--- src/rtl/mem_stream_reader.sv ---
// Read-side initiator for the SRAM wrapper: issues LEN sequential reads from BASE
// and streams the returned words out over valid/ready with a credit-limited FIFO.
module mem_stream_reader #(
    parameter int DATA_W     = 8,
    parameter int ADDR_W     = 8,
    parameter int LEN_W      = ADDR_W + 1,
    parameter int FIFO_DEPTH = 4
) (
    input  logic              clk,
    input  logic              rst_n,
    input  logic              start_i,
    input  logic [ADDR_W-1:0] base_addr_i,
    input  logic [LEN_W-1:0]  len_i,
    output logic              busy_o,
    output logic              done_o,
    output logic [ADDR_W-1:0] mem_rd_addr_o,
    output logic              mem_rd_vld_o,
    input  logic [DATA_W-1:0] mem_rd_data_i,
    input  logic              mem_rd_rdy_i,
    output logic [DATA_W-1:0] m_data_o,
    output logic              m_vld_o,
    output logic              m_last_o,
    input  logic              m_rdy_i
);

    localparam int PW = $clog2(FIFO_DEPTH);
    localparam int CW = PW + 1;
    localparam int OW = CW + 1;

    typedef enum logic [1:0] {
        IDLE  = 2'd0,
        ISSUE = 2'd1,
        DRAIN = 2'd2
    } state_t;

    // Handshakes: a memory read is issued in every cycle mem_rd_vld_o is high and its
    // data returns with mem_rd_rdy_i exactly one cycle later; a stream word transfers
    // in every cycle m_vld_o & m_rdy_i, and m_data_o holds while m_vld_o & !m_rdy_i.
    state_t            state;
    logic [LEN_W-1:0]  len_q;
    logic [LEN_W-1:0]  remaining;
    logic [LEN_W-1:0]  sent_cnt;
    logic              inflight;

    logic [DATA_W-1:0] fifo_mem [FIFO_DEPTH];
    logic [PW-1:0]     wr_ptr;
    logic [PW-1:0]     rd_ptr;
    logic [CW-1:0]     count;

    logic              wr_en;
    logic              rd_en;
    logic [CW-1:0]     count_nxt;
    logic [LEN_W-1:0]  rem_nxt;
    logic [OW-1:0]     occ_nxt;
    logic              can_issue;
    logic              last_hs;

    assign wr_en    = mem_rd_rdy_i & inflight;
    assign rd_en    = m_vld_o & m_rdy_i;
    assign m_vld_o  = (count != '0);
    assign m_data_o = m_vld_o ? fifo_mem[rd_ptr] : '0;
    assign m_last_o = m_vld_o & (sent_cnt == len_q - LEN_W'(1));
    assign last_hs  = rd_en & m_last_o;

    // The request for the next cycle is decided here so mem_rd_vld_o can be a flop;
    // a word reserved by the read issued this cycle is counted as inflight next cycle.
    always_comb begin
        count_nxt = count;
        rem_nxt   = remaining;
        occ_nxt   = '0;
        can_issue = 1'b0;
        if (wr_en && !rd_en) begin
            count_nxt = count + CW'(1);
        end else if (rd_en && !wr_en) begin
            count_nxt = count - CW'(1);
        end
        if (mem_rd_vld_o) begin
            rem_nxt = remaining - LEN_W'(1);
        end
        occ_nxt   = {1'b0, count_nxt} + OW'(mem_rd_vld_o);
        can_issue = (rem_nxt != '0) && (occ_nxt < OW'(FIFO_DEPTH));
    end

    always_ff @(posedge clk or negedge rst_n) begin
        if (!rst_n) begin
            state         <= IDLE;
            busy_o        <= 1'b0;
            done_o        <= 1'b0;
            mem_rd_addr_o <= '0;
            mem_rd_vld_o  <= 1'b0;
            len_q         <= '0;
            remaining     <= '0;
            sent_cnt      <= '0;
            inflight      <= 1'b0;
        end else begin
            done_o   <= 1'b0;
            inflight <= mem_rd_vld_o;
            if (rd_en) begin
                sent_cnt <= sent_cnt + LEN_W'(1);
            end
            case (state)
                IDLE: begin
                    mem_rd_vld_o <= 1'b0;
                    if (start_i) begin
                        if (len_i == '0) begin
                            done_o <= 1'b1;
                        end else begin
                            state         <= ISSUE;
                            busy_o        <= 1'b1;
                            mem_rd_addr_o <= base_addr_i;
                            mem_rd_vld_o  <= 1'b1;
                            len_q         <= len_i;
                            remaining     <= len_i;
                            sent_cnt      <= '0;
                        end
                    end
                end
                ISSUE: begin
                    if (mem_rd_vld_o) begin
                        mem_rd_addr_o <= mem_rd_addr_o + ADDR_W'(1);
                        remaining     <= rem_nxt;
                    end
                    mem_rd_vld_o <= can_issue;
                    if (rem_nxt == '0) begin
                        state <= DRAIN;
                    end
                end
                DRAIN: begin
                    mem_rd_vld_o <= 1'b0;
                    if (last_hs && !inflight && count == CW'(1)) begin
                        state  <= IDLE;
                        busy_o <= 1'b0;
                        done_o <= 1'b1;
                    end
                end
                default: begin
                    state        <= IDLE;
                    busy_o       <= 1'b0;
                    mem_rd_vld_o <= 1'b0;
                end
            endcase
        end
    end

    always_ff @(posedge clk or negedge rst_n) begin
        if (!rst_n) begin
            wr_ptr <= '0;
            rd_ptr <= '0;
            count  <= '0;
        end else begin
            if (wr_en) begin
                wr_ptr <= wr_ptr + PW'(1);
            end
            if (rd_en) begin
                rd_ptr <= rd_ptr + PW'(1);
            end
            count <= count_nxt;
        end
    end

    // Storage needs no reset: m_data_o is gated by the reset-cleared count.
    always_ff @(posedge clk) begin
        if (wr_en) begin
            fifo_mem[wr_ptr] <= mem_rd_data_i;
        end
    end

endmodule
--- config.mk ---
export PLATFORM = sky130hd
export DESIGN_NAME = mem_stream_reader
export DESIGN_NICKNAME = d
export VERILOG_FILES = /design/src/rtl/mem_stream_reader.sv
export SDC_FILE = /design/constraint.sdc
export NUM_CORES = 1
export LEC_CHECK = 0
export BUFFER_PORTS_ARGS = -buffer_cell sky130_fd_sc_hd__buf_2
export CAP_MARGIN = 20
export CORE_AREA = 4 4 121 123
export DETAILED_ROUTE_END_ITERATION = 10
export DIE_AREA = 0 0 125 127
export GPL_TIMING_DRIVEN = 0
export PLACE_DENSITY = 0.58
export REMOVE_ABC_BUFFERS = 1
export SLEW_MARGIN = 10
export SYNTH_ARGS = -nofsm -noshare
export SYNTH_HDL_FRONTEND = slang
export SYNTH_SLANG_ARGS = --single-unit
--- constraint.sdc ---
create_clock -name clk -period 2.9 [get_ports clk]
set_clock_uncertainty 0.1 [all_clocks]
set_input_delay 0.29 -clock clk [delete_from_list [all_inputs] [get_ports clk]]
set_output_delay 0.29 -clock clk [all_outputs]
set_load 0.02 [all_outputs]
# == Yosys cells after proc, flatten, opt, wreduce, memory -nomap -nowiden ==
# Memories as Yosys holds them, arrays and structs flattened.
# Cells that the tools add are included.
# totals
reg_bits,48
ram_bits,32
input_bits,30
out_inout_bits,21
wordCells,90
memories,1
# mem_list
memory,depth,width,rd,rd_clocked_by_memory_dff,wr,line_no,source
fifo_mem,4,8,1,0,1,45,logic [DATA_W-1:0] fifo_mem [FIFO_DEPTH];
# op_classes
addsub,9
order_cmp,1
eq_ne,9
muxes,34
n_bitwise,6
n_reduce_logical,18
# op_table
cell,n
$mux W9,8
$mux W8,4
$logic_not A9 Y1,2
$pmux W9 S2,1
$sub A9 B1 Y9 const B,2
$pmux W8 S2,1
$reduce_and A4 Y1,3
$mux W1,10
$ne A2 B2 Y1 const B,5
$add A9 B1 Y9 const B,1
$eq A9 B9 Y1,1
$reduce_bool A9 Y1,1
$add A8 B1 Y8 const B,1
$mux W2,4
$mux W3,2
$pmux W2 S3,1
$logic_and A1 B1 Y1,5
$add A2 B1 Y2 const B,2
$add A3 B1 Y4,1
$and A1 B1 Y1,4
$lt A4 B3 Y1 const B,1
$pmux W1 S2,2
$add A3 B1 Y3 const B,1
$eq A3 B1 Y1 const B,1
other kinds (10),13

# == Logic depth before layout (Yosys ltp) ==
# Gate-level depths: netlist (run 1).
# logic_depth
ltp_word,9
depth_mapped,9
mapped_depth_nobuf,8

# == Worst setup path after synthesis (run 1) ==
# Ideal clock, no wire load.
# synth_path
path_kind,register to output
startpoint,register len_q[0]
endpoint,output m_last_o
t_arrival_ps,2197
required_ps,2510
path_slack_ps,313
stages_incl_launch_ff,6
n_path_buf,0
cell_sequence,dfrtp_1 -> or4_4 -> or4b_1 -> a21oi_1 -> o31ai_1 -> nor3_1
# synth_via
elab_chain_len,3
# synth_rtl
item,line_no,source
start: declaration,40,logic [LEN_W-1:0] len_q;
start signal: assignment,112,len_q <= len_i;
$sub A9 B1 Y9,62,assign m_last_o = m_vld_o & (sent_cnt == len_q - LEN_W'(1));
$eq A9 B9 Y1,62,
$and A1 B1 Y1,62,
end: declaration,22,"output logic m_last_o,"
# No other way between the ends.

# == Worst setup path in the final report (run 1) ==
# layout_path
startpoint,register len_q[2]
endpoint,output m_last_o
# The elaborated chain is that of the path after synthesis.

==> results of run 1 <==
==> worst max-delay path, delay by kind of cell, from the launching register on <==
family / cells / cell delay (ns)
and+or+nand+nor: 3 / 1.26
buffers and inverters: 1 / 0.17
DFF: 1 / 0.41
AOI/OAI and AO/OA: 2 / 0.25
==> routing by layer <==
layer | track usage, % | vias up | part of all wire [%]
met1 | 14.1 | 1468 | 43
met2 | 20.4 | 59 | 50
li1 | - | 1425 | -
met5 | 0 | - | 0
met4 | 4.72 | 0 | 2.4
met3 | 3.01 | 17 | 3.9
==> cell families after synthesis <==
kind of cell               synth area share, %
AOI/OAI and AO/OA                         10.9
xor gates and xnor gates                  5.24
adders and majority gates                 3.74
buffers and inverters                     2.34
DFF                                       53.9
muxes                                     7.51
and+or+nand+nor                           16.4
==> sequential cells by signal (all words and copies together) (netlist names) <==
signal         count
done_o             1
state              2
mem_rd_vld_o       1
inflight           1
len_q              9
fifo_mem          32
busy_o             1
count              3
mem_rd_addr_o      8
sent_cnt           9
remaining          9
wr_ptr             2
rd_ptr             2
==> final timing paths <==
path,to,slack [ns],start,cells past startpoint
setup / recovery,m_last_o,0.09,len_q[2]$_DFFE_PN0P_,6
hold / removal,fifo_mem[0][5]$_DFFE_PP_,0.06,mem_rd_data_i[5],1
setup reg to reg,done_o$_DFF_PN0_,0.30,len_q[2]$_DFFE_PN0P_,6
min in group asynchronous,remaining[2]$_DFFE_PN0P_,0.31,rst_n,2
hold reg to reg,done_o$_DFF_PN0_,0.41,state[0]$_DFFE_PN0P_,1
max in group asynchronous,len_q[2]$_DFFE_PN0P_,1.86,rst_n,3
==> cell type report <==
cell class	count	area, um2
Fill cell	1386	8790
Sequential cell	80	2160
Multi-Input combinational cell	253	1800
Timing Repair Buffer	57	332
Clock buffer	9	225
Tap cell	180	225
Clock inverter	7	87.6
Inverter	10	37.5
==> placed cells by master, fill, tap and decap left out, types with 3 or more instances in the layout <==
cell,n
nor2_1,24
xnor2_1,13
nor3_1,6
inv_1,10
clkbuf_16,9
xor2_1,11
nor4_1,4
ha_1,11
a31oi_1,4
a21oi_1,28
o21ai_0,17
mux2_2,9
nand4_1,4
o211ai_1,4
nand3_1,13
and3_1,8
and2_1,10
nand2_1,29
buf_2,49
buf_4,4
o31ai_1,3
o22ai_1,5
dfrtp_1,47
mux4_2,8
nand2b_1,4
edfxtp_1,32
==> what timing repair did <==
| action | in CTS | in global routing |
|---|---|---|
| pin swaps | 4 | 0 |
| buffers inserted | 3 | 0 |
| setup endpoints to repair | 1 | 1 |
| resized for setup | 7 | 4 |
| hold buffers | 1 | 0 |
| endpoints found under the hold margin | 15 | 0 |
==> through the flow <==
stage	power, mW	std cells
floorplan	3.35	343
detailed placement	3.98	576
CTS	5.27	596
finish	5.21	596
global placement	3.87	573
global route	5.63	596
==> power groups by stage <==
stage	Sequential (mW)	Combinational (mW)	Clock, mW
6_report	1.97	2.04	1.20
5_1_grt	2.05	2.31	1.27
4_1_cts	1.98	2.06	1.23
3_5_place_dp	2.00	1.98	0
3_3_place_gp	1.98	1.89	0
2_1_floorplan	1.96	1.39	0
==> flow_summary.yaml, run 1 <==
power_and_ir_drop:
  seqPwrFrac_pct: 37.9
  switching_share_pct: 39.7
  switchingPower_mw: 2.07
  p_leak_nw: 1.95
  power.internal_mw: 3.14
  p_comb_share_pct: 39.2
  clkPwrFrac_pct: 22.9
  peakVddDrop_v: 0.000595
  power.density_nw_per_um2: 1070
synthesis:
  synth_area_um2: 4010
  synth_edf_count: 32
  yosysWarnings: 0
  ys_async_sr_fraction_pct: 60.0
  yosys-top-cells-count: "dfrtp_1, edfxtp_1, nand2_1"
  synth.ff_latch_count: 80
  synth_cells: 358
  synth_sequential_area_ratio_pct: 53.9
  yosysMostFrequentCell: "dfrtp_1"
  yosysTopAreaCellShare_pct: 29.9
  avgSynthCellArea_um2: 11.2
  synth_ff_type: "dfrtp_1"
  netlist-cell-type-count: 48
  synth_area_leader_cell: "dfrtp_1"
  synth_area_leaders: "dfrtp_1, edfxtp_1, mux4_2"
finish:
  drive_gt1_share_pct: 25.5
  fin_nets: 453
  antenna_cells: 0
  design_area_um2: 4870
  fin_util_pct: 35.7
  area_growth_pct: 21.4
clocking:
  clk_pin_slew_ns: 0.07
  cts_buffer_depth: 2
  cts.sinks: 80
  cts_root_buf: "clkbuf_16"
  cts_htree_levels: 3
  cts_tree: "yes"
  insertion_delay_ns: 0.34
  cts_buffers: 9
global_route:
  first_global_vias: 3065
  grt_pass1_wl_mm: 15.1
  overflow: 0
  antenna_found_initial: 0
  grt_max_degree: 34
  track_usage_pct: 11.8
timing:
  setup_viol: 0
  hold_violations: 0
  final.min_clock_period_ns: 2.81
  setup_ws_ns: 0.0897
  slew_viol_final: 0
  finalSetupTns_ns: 0
  worst_pin_slew_ns: 1.04
  timing.fmax_ghz: 0.356
  hold-worst-slack_ns: 0.0625
  rsz0062_at_grt: "no"
  fin_crit_sh_pct: 96.9
  max_slew_margin_pct: 30.7
floorplan:
  core_um2: 13700
  die_x_um: 125
  die_h_um: 127
  io_pins: 51
  core.rowCount: 43
  start_util_pct: 29.4
  die-area_um2: 15900
placement:
  gp_congestion: 0.795
  dpl_worst_slack_ns: 0.197
  dp_hpwl_mm: 6.31
  dpl_cell_area_um2: 4490
  port_buffers: 50
detailed_routing:
  drt_wl_total_mm: 8.86
  wire_per_inst_um: 14.9
  first_iter_violations: 102
  dr.pass1.iters: 5
  viasPerCell: 4.98
  num_vias: 2969
  drc: 0
  ant_nets: 0
min_path:
  hold_path_class: "in2reg"
setup_path:
  crit_chain: "or4_4, or4b_4, a21oi_2, o31ai_2, nor3_2, buf_4"
  cp_slowest_stage_delay_ns: 0.54
  path_class: "reg2out"
  cp-start-kind: "flip-flop"
  worstPathRequired_ns: 2.51
  crit_arrival_ns: 2.42
  cpMaxStageDelayCell: "or4_4"
  endpoint_kind: "output port"
  path_max_fanout: 3
run:
  maxCapViolations: 0
outcome:
  status: "complete, no violations"
No activity file was read; power rests on OpenSTA's default activity.
==> run 2, diff against run 1 <==
--- a/config.mk
+++ b/config.mk
@@ -7,9 +7,9 @@
 export LEC_CHECK = 0
 export BUFFER_PORTS_ARGS = -buffer_cell sky130_fd_sc_hd__buf_2
 export CAP_MARGIN = 20
-export CORE_AREA = 4 4 121 123
+export CORE_AREA = 4 4 103 144
 export DETAILED_ROUTE_END_ITERATION = 10
-export DIE_AREA = 0 0 125 127
+export DIE_AREA = 0 0 107 148
 export GPL_TIMING_DRIVEN = 0
 export PLACE_DENSITY = 0.58
 export REMOVE_ABC_BUFFERS = 1
==> constraint.sdc (replaced) <==
create_clock -name clk -period 2.75 [get_ports clk]
set_clock_uncertainty 0.1 [all_clocks]
set_input_delay 0.275 -clock clk [delete_from_list [all_inputs] [get_ports clk]]
set_output_delay 0.275 -clock clk [all_outputs]
set_load 0.02 [all_outputs]
==> flow_summary.yaml, run 2 (same netlist as run 1, synthesis figures left out) <==
placement:
  port_buffers: 50
  gp_congestion: 0.732
  dpl_worst_slack_ns: -0.0706
  dp.cells: 578
  dpl_cell_area_um2: 4490
  dp_hpwl_mm: 6.42
power_and_ir_drop:
  switching_share_pct: 38.9
  seqPwrFrac_pct: 37.2
  power.internal_mw: 3.43
  power.density_nw_per_um2: 1130
  finalPower_mw: 5.62
  clkPwrFrac_pct: 23.1
  switchingPower_mw: 2.19
  p_comb_share_pct: 39.8
  p_leak_nw: 1.98
  peakVddDrop_v: 0.000445
floorplan:
  die_h_um: 148
  core.rowCount: 50
  core_um2: 13400
  start_util_pct: 30.0
  die_x_um: 107
  die-area_um2: 15800
  io_pins: 51
timing:
  fin_crit_sh_pct: 103
  final.min_clock_period_ns: 2.83
  timing.fmax_ghz: 0.353
  worst_pin_slew_ns: 0.998
  hold-worst-slack_ns: 0.0570
  slew_viol_final: 0
  max_slew_margin_pct: 33.4
  setup_ws_ns: -0.0792
  hold_violations: 0
  rsz0062_at_grt: "yes"
  setup_viol: 1
clocking:
  insertion_delay_ns: 0.33
  cts_tree: "yes"
  cts_htree_levels: 3
  cts.sinks: 80
  cts_buffer_depth: 2
  clk_pin_slew_ns: 0.06
  cts_root_buf: "clkbuf_16"
  cts_buffers: 9
global_route:
  overflow: 0
  first_global_vias: 3084
  grt_pass1_wl_mm: 14.9
  grt_max_degree: 27
  track_usage_pct: 11.8
  antenna_found_initial: 0
setup_path:
  endpoint_kind: "output port"
  path_max_fanout: 4
  path_class: "reg2out"
  cp-start-kind: "flip-flop"
  worstPathRequired_ns: 2.38
  crit_arrival_ns: 2.45
min_path:
  hold_path_class: "in2reg"
finish:
  most-common-layout-cells: "buf_2, dfrtp_1, edfxtp_1"
  multiInputGateArea_um2: 1850
  antenna_cells: 0
  post_layout_nonfiller_instances: 601
  drive_gt1_share_pct: 27.0
  fillers: 1362
  final_common_cell: "buf_2"
  final-seq-area_um2: 2160
  largest_reg_flops: 32
  area_growth_pct: 23.5
  fin_nets: 456
  design_area_um2: 4960
  regMostFlops: "fifo_mem"
detailed_routing:
  wire_per_inst_um: 14.9
  first_iter_violations: 128
  viasPerCell: 4.94
  drc: 0
  drt_wl_total_mm: 8.93
  ant_nets: 0
  dr.pass1.iters: 4
  num_vias: 2971
run:
  maxCapViolations: 0
outcome:
  status: "complete, but fails checks"
  violations: "setup timing"
-- run 2: changes by cell type in the layout (fill, tap and decap cells not counted), sizes merged --
cell      change
clkinvlp      +1
bufinv        +1
buf           +3
inv           -2
-- run 2: worst max-delay path: stages, from the launching register on --
cell and delay (ns):
dfrtp_1 0.43, or4_4 0.54, or4b_4 0.51, a21oi_4 0.17, o31ai_4 0.09, nor3_4 0.23
buf_6 0.14
-- run 2: worst paths after layout --
path / end / from / slack [ns] / cells past startpoint
hold reg to reg: count[2]$_DFF_PN0_ / count[2]$_DFF_PN0_ / 0.42 / 1
hold / removal: fifo_mem[1][3]$_DFFE_PP_ / mem_rd_data_i[3] / 0.06 / 1
setup / recovery: m_last_o / len_q[0]$_DFFE_PN0P_ / -0.08 / 6
min in group asynchronous: mem_rd_addr_o[7]$_DFFE_PN0P_ / rst_n / 0.36 / 2
max in group asynchronous: sent_cnt[5]$_DFF_PN0_ / rst_n / 1.64 / 3
setup reg to reg: done_o$_DFF_PN0_ / len_q[0]$_DFFE_PN0P_ / 0.07 / 9
-- run 2: per-layer routing --
| metal | GRT usage [%] | vias up | share of wire [%] |
|---|---|---|---|
| met1 | 13.1 | 1452 | 40 |
| met4 | 5.69 | 0 | 2.5 |
| li1 | - | 1433 | - |
| met5 | 0 | - | 0 |
| met2 | 21.0 | 69 | 53 |
| met3 | 2.66 | 17 | 4.9 |
-- run 2: stage by stage --
stage / utilization [%] / TNS [ns]
final: 37.0 / -0.0792
after global placement: 33.1 / -9.83
after CTS: 36.9 / -0.0791
after global routing: 37.0 / -0.289
after detailed placement: 33.5 / -0.329
after floorplan: - / -0.00773
-- run 2: power groups by stage --
stage | Combinational [mW] | Sequential, mW | Clock [mW]
after floorplan | 1.46 | 2.07 | 0
after global placement | 1.98 | 2.08 | 0
after detailed placement | 2.07 | 2.11 | 0
after CTS | 2.20 | 2.09 | 1.33
after global routing | 2.48 | 2.16 | 1.39
final | 2.24 | 2.09 | 1.30
-- run 2: what timing repair did --
action,4_1_cts,5_1_grt
hold buffers,1,0
buffers inserted,5,1
resized for setup,16,4
endpoints found under the setup margin,2,4
hold endpoints to repair,22,0
pin swaps,7,2
-- run 2: area by class of cell --
type / count / area share (%)
repair buffers: 60 / 7.22
flip-flops and latches: 80 / 43.6
multi-input cells: 253 / 37.2
well taps: 182 / 4.59
clock buffers: 9 / 4.54
clock inverters: 7 / 2.07
inverters: 10 / 0.757
